## src/rtl/demux_pkg.sv

```systemverilog
// Shared constants, types and helpers for the 1-to-4 stream demultiplexer.
package demux_pkg;

   localparam int unsigned NUM_OUT = 4;
   localparam int unsigned SEL_W   = 2;

   typedef logic [SEL_W-1:0] sel_t;

   // Saturating increment: holds at max_val instead of wrapping.
   function automatic logic [31:0] sat_inc(input logic [31:0] count,
                                           input logic [31:0] max_val);
      return (count >= max_val) ? count : count + 32'd1;
   endfunction

endpackage

```

## src/rtl/demux_slot.sv

```systemverilog
// One-entry output holding register with valid/ready handshake.
//   clk, rst_n  : clock, synchronous active-low reset
//   load        : write load_data into the slot on the next edge
//   load_data   : payload to capture
//   out_data    : held payload (retains last value when empty)
//   out_valid   : slot holds a beat
//   out_ready   : consumer takes the beat this cycle
module demux_slot #(
   parameter int unsigned DW = 8
) (
   input  logic          clk,
   input  logic          rst_n,
   input  logic          load,
   input  logic [DW-1:0] load_data,
   output logic [DW-1:0] out_data,
   output logic          out_valid,
   input  logic          out_ready
);

   logic          valid_q, valid_d;
   logic [DW-1:0] data_q, data_d;

   // Load wins over drain so a same-cycle accept+drain keeps the slot full.
   always_comb begin
      valid_d = valid_q;
      data_d  = data_q;
      if (valid_q && out_ready) begin
         valid_d = 1'b0;
      end
      if (load) begin
         valid_d = 1'b1;
         data_d  = load_data;
      end
   end

   always_ff @(posedge clk) begin
      if (!rst_n) begin
         valid_q <= 1'b0;
         data_q  <= '0;
      end else begin
         valid_q <= valid_d;
         data_q  <= data_d;
      end
   end

   assign out_valid = valid_q;
   assign out_data  = data_q;

endmodule

```

## src/rtl/demux1to4_stream.sv

```systemverilog
// Registered 1-to-4 demultiplexer for a valid/ready byte stream.
//   in_data/in_valid/in_ready : producer side
//   in_sel, rr_mode           : explicit target or round-robin targeting
//   out_data/out_valid/out_ready : four independent consumer channels
//   rr_ptr                    : current round-robin pointer
//   xfer_cnt                  : per-channel saturating accepted-beat counters
module demux1to4_stream
   import demux_pkg::*;
#(
   parameter int unsigned DW    = 8,
   parameter int unsigned CNT_W = 8
) (
   input  logic                     clk,
   input  logic                     rst_n,
   input  logic [DW-1:0]            in_data,
   input  logic [1:0]               in_sel,
   input  logic                     in_valid,
   output logic                     in_ready,
   input  logic                     rr_mode,
   output logic [NUM_OUT*DW-1:0]    out_data,
   output logic [NUM_OUT-1:0]       out_valid,
   input  logic [NUM_OUT-1:0]       out_ready,
   output logic [1:0]               rr_ptr,
   output logic [NUM_OUT*CNT_W-1:0] xfer_cnt
);

   localparam logic [31:0] CNT_MAX = 32'((64'd1 << CNT_W) - 64'd1);

   sel_t               tgt_c;
   logic               accept_c;
   logic [NUM_OUT-1:0] load_c;
   sel_t               rr_ptr_q, rr_ptr_d;
   logic [CNT_W-1:0]   cnt_q [NUM_OUT];
   logic [CNT_W-1:0]   cnt_d [NUM_OUT];

   // Target mux, flow control and next-state for pointer and counters.
   // A blocked round-robin target keeps in_ready low, so order is never skipped.
   always_comb begin
      tgt_c    = rr_mode ? rr_ptr_q : sel_t'(in_sel);
      in_ready = rst_n & (~out_valid[tgt_c] | out_ready[tgt_c]);
      accept_c = in_valid & in_ready;
      load_c   = '0;
      if (accept_c) begin
         load_c[tgt_c] = 1'b1;
      end
      rr_ptr_d = rr_ptr_q;
      if (accept_c && rr_mode) begin
         rr_ptr_d = rr_ptr_q + sel_t'(1);
      end
      for (int k = 0; k < NUM_OUT; k++) begin
         cnt_d[k] = load_c[k] ? CNT_W'(sat_inc(32'(cnt_q[k]), CNT_MAX)) : cnt_q[k];
      end
   end

   always_ff @(posedge clk) begin
      if (!rst_n) begin
         rr_ptr_q <= '0;
         for (int k = 0; k < NUM_OUT; k++) begin
            cnt_q[k] <= '0;
         end
      end else begin
         rr_ptr_q <= rr_ptr_d;
         for (int k = 0; k < NUM_OUT; k++) begin
            cnt_q[k] <= cnt_d[k];
         end
      end
   end

   for (genvar k = 0; k < NUM_OUT; k++) begin : g_slot
      demux_slot #(.DW(DW)) u_slot (
         .clk       (clk),
         .rst_n     (rst_n),
         .load      (load_c[k]),
         .load_data (in_data),
         .out_data  (out_data[k*DW +: DW]),
         .out_valid (out_valid[k]),
         .out_ready (out_ready[k])
      );
   end

   always_comb begin
      for (int k = 0; k < NUM_OUT; k++) begin
         xfer_cnt[k*CNT_W +: CNT_W] = cnt_q[k];
      end
   end

   assign rr_ptr = rr_ptr_q;

endmodule

```

## config.mk

```make
export PLATFORM = sky130hd
export DESIGN_NAME = demux1to4_stream
export DESIGN_NICKNAME = d
export VERILOG_FILES = /design/src/rtl/demux_pkg.sv /design/src/rtl/demux_slot.sv /design/src/rtl/demux1to4_stream.sv
export SDC_FILE = /design/constraint.sdc
export NUM_CORES = 1
export LEC_CHECK = 0
export ABC_AREA = 0
export BUFFER_PORTS_ARGS = -buffer_cell sky130_fd_sc_hd__buf_2
export CAP_MARGIN = 20
export CORE_ASPECT_RATIO = 1.5
export CORE_MARGIN = 2
export CORE_UTILIZATION = 51
export CTS_CLUSTER_SIZE = 40
export DETAILED_ROUTE_END_ITERATION = 7
export PLACE_DENSITY = 0.89
export SLEW_MARGIN = 20
export SYNTH_ARGS = -nofsm -noshare
export SYNTH_HDL_FRONTEND = slang
export SYNTH_SLANG_ARGS = --single-unit
```

## constraint.sdc

```tcl
create_clock -name clk -period 2.7 [get_ports clk]
set_input_delay 0.54 -clock clk [delete_from_list [all_inputs] [get_ports clk]]
set_output_delay 0.54 -clock clk [all_outputs]
set_load 0.02 [all_outputs]
```

==> results of run 1 <==
state kept, by name, indices dropped and copies added, names as in the netlist:
name and flops:
cnt_q 32, rr_ptr 2, g_slot.u_slot.out_valid 4, g_slot.u_slot.out_data 32
placed cells by master (no fill, tap or decap), types with 4 or more instances in the layout:
master	count
sky130_fd_sc_hd__buf_2	88
sky130_fd_sc_hd__dfxtp_1	70
sky130_fd_sc_hd__nor2_1	69
sky130_fd_sc_hd__mux2i_1	47
sky130_fd_sc_hd__nand2_1	25
sky130_fd_sc_hd__nand3_1	15
sky130_fd_sc_hd__xnor2_1	13
sky130_fd_sc_hd__buf_4	11
sky130_fd_sc_hd__clkbuf_8	9
sky130_fd_sc_hd__nor3_1	7
sky130_fd_sc_hd__nand4_1	7
sky130_fd_sc_hd__and3_1	7
sky130_fd_sc_hd__nand2b_1	5
sky130_fd_sc_hd__a21oi_1	4
sky130_fd_sc_hd__ha_1	4
per-layer routing:
layer  wire [µm]  track usage  up-vias
li1            -            -     1294
met1        2771       0.2673     1239
met2        3742       0.3969       80
met3         441      0.06221       12
met4          99      0.08634        0
met5           0            0        -
area by class of cell:
cell class,instances,area share
clock inverter,7,0.01967
timing repair buffer,99,0.1393
clock buffer,9,0.03300
inverter,2,0.002000
multi-input combinational,234,0.4087
sequential,70,0.3733
tap,72,0.02400
worst min path at each step:
stage	to	cells after the start	slack [ns]	startpoint
2_1_floorplan	g_slot[2].u_slot.out_valid	2	0.49	g_slot[2].u_slot.out_valid
3_3_place_gp	g_slot[0].u_slot.out_data[5]	2	0.47	g_slot[0].u_slot.out_data[5]
3_5_place_dp	cnt_q[0][6]	1	0.48	cnt_q[0][6]
4_1_cts	g_slot[3].u_slot.out_data[2]	3	0.47	in_data[2]
5_1_grt	g_slot[3].u_slot.out_data[4]	3	0.49	in_data[4]
6_report	g_slot[3].u_slot.out_data[2]	3	0.48	in_data[2]
cell families after synthesis:
logic type      after synthesis
compound gates               12
buf+inv                      19
simple gates                152
mux                          50
flops                        70
xor+xnor                     16
fa+ha+maj                     4
power by group through the flow:
stage | sequential [mW] | clock [mW] | combinational [mW]
6_report | 1.06 | 0.839 | 0.174
4_1_cts | 1.06 | 0.854 | 0.176
5_1_grt | 1.07 | 0.902 | 0.189
3_3_place_gp | 1.09 | 0 | 0.170
2_1_floorplan | 1.11 | 0 | 0.0938
3_5_place_dp | 1.09 | 0 | 0.175
worst max-delay path: stages:
cell and delay, ns:
sky130_fd_sc_hd__buf_2 0.18, sky130_fd_sc_hd__mux2_4 0.37, sky130_fd_sc_hd__mux2_4 0.34, sky130_fd_sc_hd__nor2_1 0.09, sky130_fd_sc_hd__nor2_1 0.06, sky130_fd_sc_hd__nor2_1 0.11
sky130_fd_sc_hd__buf_2 0.18
per-stage QoR:
step / util / hold slack (ns)
after floorplan: - / 0.4946
after global placement: 0.6146 / 0.4713
after detailed placement: 0.6146 / 0.4784
after CTS: 0.6488 / 0.4704
after global routing: 0.6488 / 0.4870
final: 0.6488 / 0.4793
==> flow_summary.json, run 1 <==
{
  "synth.top_cells.by_area": "sky130_fd_sc_hd__dfxtp_1 (46%), sky130_fd_sc_hd__mux2i_1 (16%), sky130_fd_sc_hd__nor2_1 (8.6%), sky130_fd_sc_hd__xnor2_1 (3.8%), sky130_fd_sc_hd__nand2_1 (3.1%)",
  "yosys.area_share.simple": 0.2413,
  "synth-compound-area-share": 0.02690,
  "routed-via-count": 2625,
  "max_cap_viol_count": 0,
  "timing.clock.skew_ns": 0.006268,
  "switching_share": 0.2552,
  "clock_path_buffers": 2,
  "synth-adder-area-share": 0.01656,
  "clock_latency_ns": 0.34,
  "cp-start-kind": "input port",
  "initial_util": 0.5225,
  "die_w_um": 66.86,
  "postSynthRegisterBits": 70,
  "worst_ep_arrival_time_ns": 1.88,
  "grt_setup_unrepaired": "no",
  "cp-startpoint": "rr_mode",
  "final_hold_viol_count": 0,
  "first_global_vias": 2588,
  "ant_nets": 0,
  "critical_path.reg2reg.endpoint": "cnt_q[3][4]",
  "worst_slack_ns": 0.2776,
  "wire_length_of_the_first_global_routing_pass_mm": 11.76,
  "detailed_place_hpwl_mm": 5.288,
  "dr.first_iter.drc_count": 157,
  "final.fill_count": 513,
  "antennaDiodeCount": 0,
  "yosysTopAreaCell": "sky130_fd_sc_hd__dfxtp_1",
  "asyncSetResetFlopFracSynth": 0,
  "synth-edff-count": 0,
  "pint_mw": 1.546,
  "die_height_um": 98.29,
  "max_freq_ghz": 0.4128,
  "place_ws_ns": 0.2958,
  "place_inst": 477,
  "multiInputGateArea_mm2": 0.001534,
  "antenna_found_initial": 0,
  "post_synth_xor_area_fraction": 0.04636,
  "yosys_warnings": 0,
  "finalWorstPathRequiredPeriod_ns": 2.422,
  "netlist_top_cells_count": "sky130_fd_sc_hd__dfxtp_1 (70), sky130_fd_sc_hd__nor2_1 (69), sky130_fd_sc_hd__mux2i_1 (47), sky130_fd_sc_hd__nand2_1 (25), sky130_fd_sc_hd__nand3_1 (15)",
  "tightest_slew_ns": 0.5951,
  "vias_per_cell": 5.325,
  "timing.critical_path.to": "in_ready",
  "end_kind": "output port",
  "share_clk_of_total_power": 0.404,
  "timing.reg2reg.worst_path_depth": 6,
  "yosysUniqueCellTypes": 37,
  "design_area_mm2": 0.003754,
  "globalplace.congestion": 0.8285,
  "worstPathMaxFanout": 7,
  "design.die.area_mm2": 0.006572,
  "totalWireLength_mm": 7.055,
  "seq_area_frac_synth": 0.4636,
  "cts.reportedPaths.clkPinSlew_ns": 0.08,
  "cts_hold_buffers": 0,
  "switching_power_uw": 530.0,
  "remaining_design_rule_violation_count": 0,
  "cts_num_sinks": 70,
  "power.density_cell_area_mw_per_mm2": 553.2,
  "fin_total_pwr_mw": 2.076,
  "routedWlPerCell_um": 14.31,
  "clockRootBuffer": "sky130_fd_sc_hd__clkbuf_8",
  "numCtsBuffers": 9,
  "io-pin-count": 89,
  "finalSetupViolations": 0,
  "synthesis.area_mm2": 0.003023,
  "portion_of_synthesized_cell_area_occupied_by_the_leading_cell_type": 0.4636,
  "htree_num_levels": 3,
  "post_cts.resized_instances": 0,
  "synth_top_flop_cell": "sky130_fd_sc_hd__dfxtp_1",
  "gr-total-overflow": 0,
  "dominant_combinational_cell_family_by_area_after_synthesis": "simple AND/OR/NAND/NOR gates",
  "syn_area_per_cell_um2": 9.359,
  "timing.critical_path.required_ns": 2.16,
  "comb_power_share": 0.084,
  "post_place_cell_area_mm2": 0.003556,
  "totalNegativeSetupSlack_ns": 0,
  "grt_start_max_net_pins": 60,
  "rr_startpoint": "rr_ptr[1]",
  "postCtsSetupRepairBufs": 0,
  "rows": 34,
  "timing.hold.worst.class": "in2reg",
  "final_layout_size_suffix_gt1_frac": 0.2898,
  "clock_tree_from_tritoncts": "yes",
  "min_period_over_period": 0.8972,
  "router_iterations_before_antenna_repair": 4,
  "pwr-share-seq": 0.512,
  "slew_headroom": 0.6033,
  "fp.coreArea_mm2": 0.005786,
  "area_growth_syn_to_layout_pct": 24.17,
  "layoutNonFillerInstCount": 493,
  "r2r_slack_ns": 0.78,
  "status": "finished, final reports clean",
  "layout.nets": 438,
  "sequential_cell_area_mm2": 0.001401,
  "portBuffers": 88,
  "synth_mux_area_frac": 0.1705,
  "drv_slew": 0,
  "syn-instance-count": 323,
  "synth_fp_nets": 345,
  "yosysMostFrequentCell": "sky130_fd_sc_hd__dfxtp_1",
  "leakagePower_nw": 1.844,
  "criticalPathCategory": "in2out",
  "worst_case_vdd_ir_drop_mv": 0.5515,
  "globalRouteTotalUtil": 0.2308
}
Power figures use the tool's default switching activity.
==> run 2, diff against run 1 <==
--- a/config.mk
+++ b/config.mk
@@ -8,7 +8,7 @@
 export ABC_AREA = 0
 export BUFFER_PORTS_ARGS = -buffer_cell sky130_fd_sc_hd__buf_2
 export CAP_MARGIN = 20
-export CORE_ASPECT_RATIO = 1.5
+export CORE_ASPECT_RATIO = 0.7
 export CORE_MARGIN = 2
 export CORE_UTILIZATION = 51
 export CTS_CLUSTER_SIZE = 40
==> flow_summary.json, run 2 (synthesized netlist as in run 1, its figures left out) <==
{
  "finalWorstPathRequiredPeriod_ns": 2.367,
  "final_layout_size_suffix_gt1_frac": 0.2788,
  "clock_path_buffers": 2,
  "power.density_cell_area_mw_per_mm2": 557.1,
  "routed-via-count": 2557,
  "initial_util": 0.5279,
  "crit_path_top_cell_by_count": "sky130_fd_sc_hd__nor2_1",
  "timing.hold.worst.class": "in2reg",
  "vias_per_cell": 5.208,
  "first_global_vias": 2323,
  "worst_path_dominant_cell_family": "multiplexers",
  "antennaDiodeCount": 0,
  "clockRootBuffer": "sky130_fd_sc_hd__clkbuf_8",
  "max_cap_viol_count": 0,
  "worst_case_vdd_ir_drop_mv": 0.3548,
  "cts_hold_buffers": 0,
  "status": "finished, final reports clean",
  "clock_latency_ns": 0.34,
  "criticalPathCategory": "in2out",
  "fin_total_pwr_mw": 2.074,
  "timing.clock.skew_ns": 0.008251,
  "design.die.area_mm2": 0.006569,
  "wire_length_of_the_first_global_routing_pass_mm": 10.95,
  "layout.nets": 433,
  "numCtsBuffers": 9,
  "path_cells": "buf_2, mux2_4, mux2_4, nor2_1, nor2_1, nor2_1, buf_2",
  "fp.coreArea_mm2": 0.005727,
  "area_growth_syn_to_layout_pct": 23.14,
  "cts.reportedPaths.clkPinSlew_ns": 0.07,
  "grt_start_max_net_pins": 60,
  "final_hold_viol_count": 0,
  "dr.first_iter.drc_count": 143,
  "portBuffers": 88,
  "ant_nets": 0,
  "die_height_um": 68.42,
  "io-pin-count": 89,
  "end_kind": "output port",
  "grt_setup_unrepaired": "no",
  "worst-path-buf-inv": 2,
  "cpPeakStageDelay_ns": 0.37,
  "cts_num_sinks": 70,
  "htree_num_levels": 3,
  "min_period_over_period": 0.8767,
  "die_w_um": 96.02,
  "drv_slew": 0,
  "maxUsedRoutingLayer": "met4",
  "final_common_cell": "sky130_fd_sc_hd__buf_2",
  "mostFrequentLayoutCells": "sky130_fd_sc_hd__buf_2 (88), sky130_fd_sc_hd__dfxtp_1 (70), sky130_fd_sc_hd__nor2_1 (69)",
  "finalSetupViolations": 0,
  "routedWlPerCell_um": 14.18,
  "postCtsSetupRepairBufs": 0,
  "gr-total-overflow": 0,
  "wl_met3_um": 611,
  "cpMaxStageDelayCell": "sky130_fd_sc_hd__mux2_4",
  "clock_tree_from_tritoncts": "yes",
  "antenna_found_initial": 0,
  "leakagePower_nw": 1.815,
  "met2WireLength_mm": 3.131,
  "globalRouteTotalUtil": 0.2188,
  "totalNegativeSetupSlack_ns": 0,
  "totalWireLength_mm": 6.963,
  "post_cts.resized_instances": 0,
  "slew_headroom": 0.5982,
  "router_iterations_before_antenna_repair": 4,
  "worstPathMaxFanout": 7,
  "tightest_slew_ns": 0.6027,
  "max_freq_ghz": 0.4225,
  "timing.critical_path.required_ns": 2.16,
  "remaining_design_rule_violation_count": 0,
  "worst_ep_arrival_time_ns": 1.83,
  "wl_met1_mm": 3.131,
  "detailed_place_hpwl_mm": 5.055,
  "globalplace.congestion": 0.8805,
  "cp-start-kind": "input port",
  "rows": 23
}
## run 2: cell types whose count changed in the layout (fill, tap and decap cells not counted)
cell / change
sky130_fd_sc_hd__clkbuf_1: +1
sky130_fd_sc_hd__buf_4: -5
sky130_fd_sc_hd__clkinv_2: -1
sky130_fd_sc_hd__clkbuf_8: +1
sky130_fd_sc_hd__inv_6: -1
sky130_fd_sc_hd__clkinv_4: -1
sky130_fd_sc_hd__clkinvlp_4: +1
## run 2: area by class of cell
cell class	instances	area [µm²]
Sequential cell	70	1401
Clock buffer	11	141.4
Inverter	2	7.507
Tap cell	75	93.84
Timing Repair Buffer	94	485.5
Fill cell	480	2004
Multi-Input combinational cell	234	1534
Clock inverter	5	58.81
## run 2: through the flow
stage | hold WS (ns) | instance area (µm²) | std cells | setup WS (ns) | utilization
after detailed placement | 0.4815 | 3522 | 475 | 0.3338 | 0.6150
final | 0.4778 | 3722 | 491 | 0.3329 | 0.6500
after floorplan | 0.4946 | 3023 | 323 | 0.4276 | -
after global routing | 0.4699 | 3722 | 491 | 0.2622 | 0.6500
after global placement | 0.4681 | 3522 | 475 | 0.3483 | 0.6150
after CTS | 0.4629 | 3722 | 491 | 0.3325 | 0.6500
## run 2: where the power goes
group | leakage, nW | internal, mW | switching [mW]
registers | 0.566 | 1.05 | 0.0128
logic | 1.15 | 0.0641 | 0.107
clock network | 0.0955 | 0.452 | 0.388
total | 1.81 | 1.57 | 0.508
## run 2: routing by layer
metal | GRT usage | up-vias
met5 | 0 | -
met4 | 0.05714 | 0
met3 | 0.1057 | 11
met2 | 0.3333 | 89
met1 | 0.2783 | 1181
li1 | - | 1276
## run 2: worst register-to-register path: stages (launching register included)
cell and delay [ns]:
sky130_fd_sc_hd__dfxtp_1 0.35, sky130_fd_sc_hd__mux2_4 0.32, sky130_fd_sc_hd__mux2_4 0.34, sky130_fd_sc_hd__nor4_4 0.35, sky130_fd_sc_hd__a21oi_1 0.12, sky130_fd_sc_hd__a31o_2 0.22
## run 2: worst paths after layout
| kind | start | slack, ns | endpoint | cells past startpoint |
|---|---|---|---|---|
| min reg2reg | g_slot[1].u_slot.out_data[0] | 0.49 | g_slot[1].u_slot.out_data[0] | 2 |
| min | in_data[3] | 0.48 | g_slot[3].u_slot.out_data[3] | 3 |
| max reg2reg | rr_ptr[0] | 0.88 | cnt_q[1][7] | 5 |
| max | rr_mode | 0.33 | in_ready | 7 |
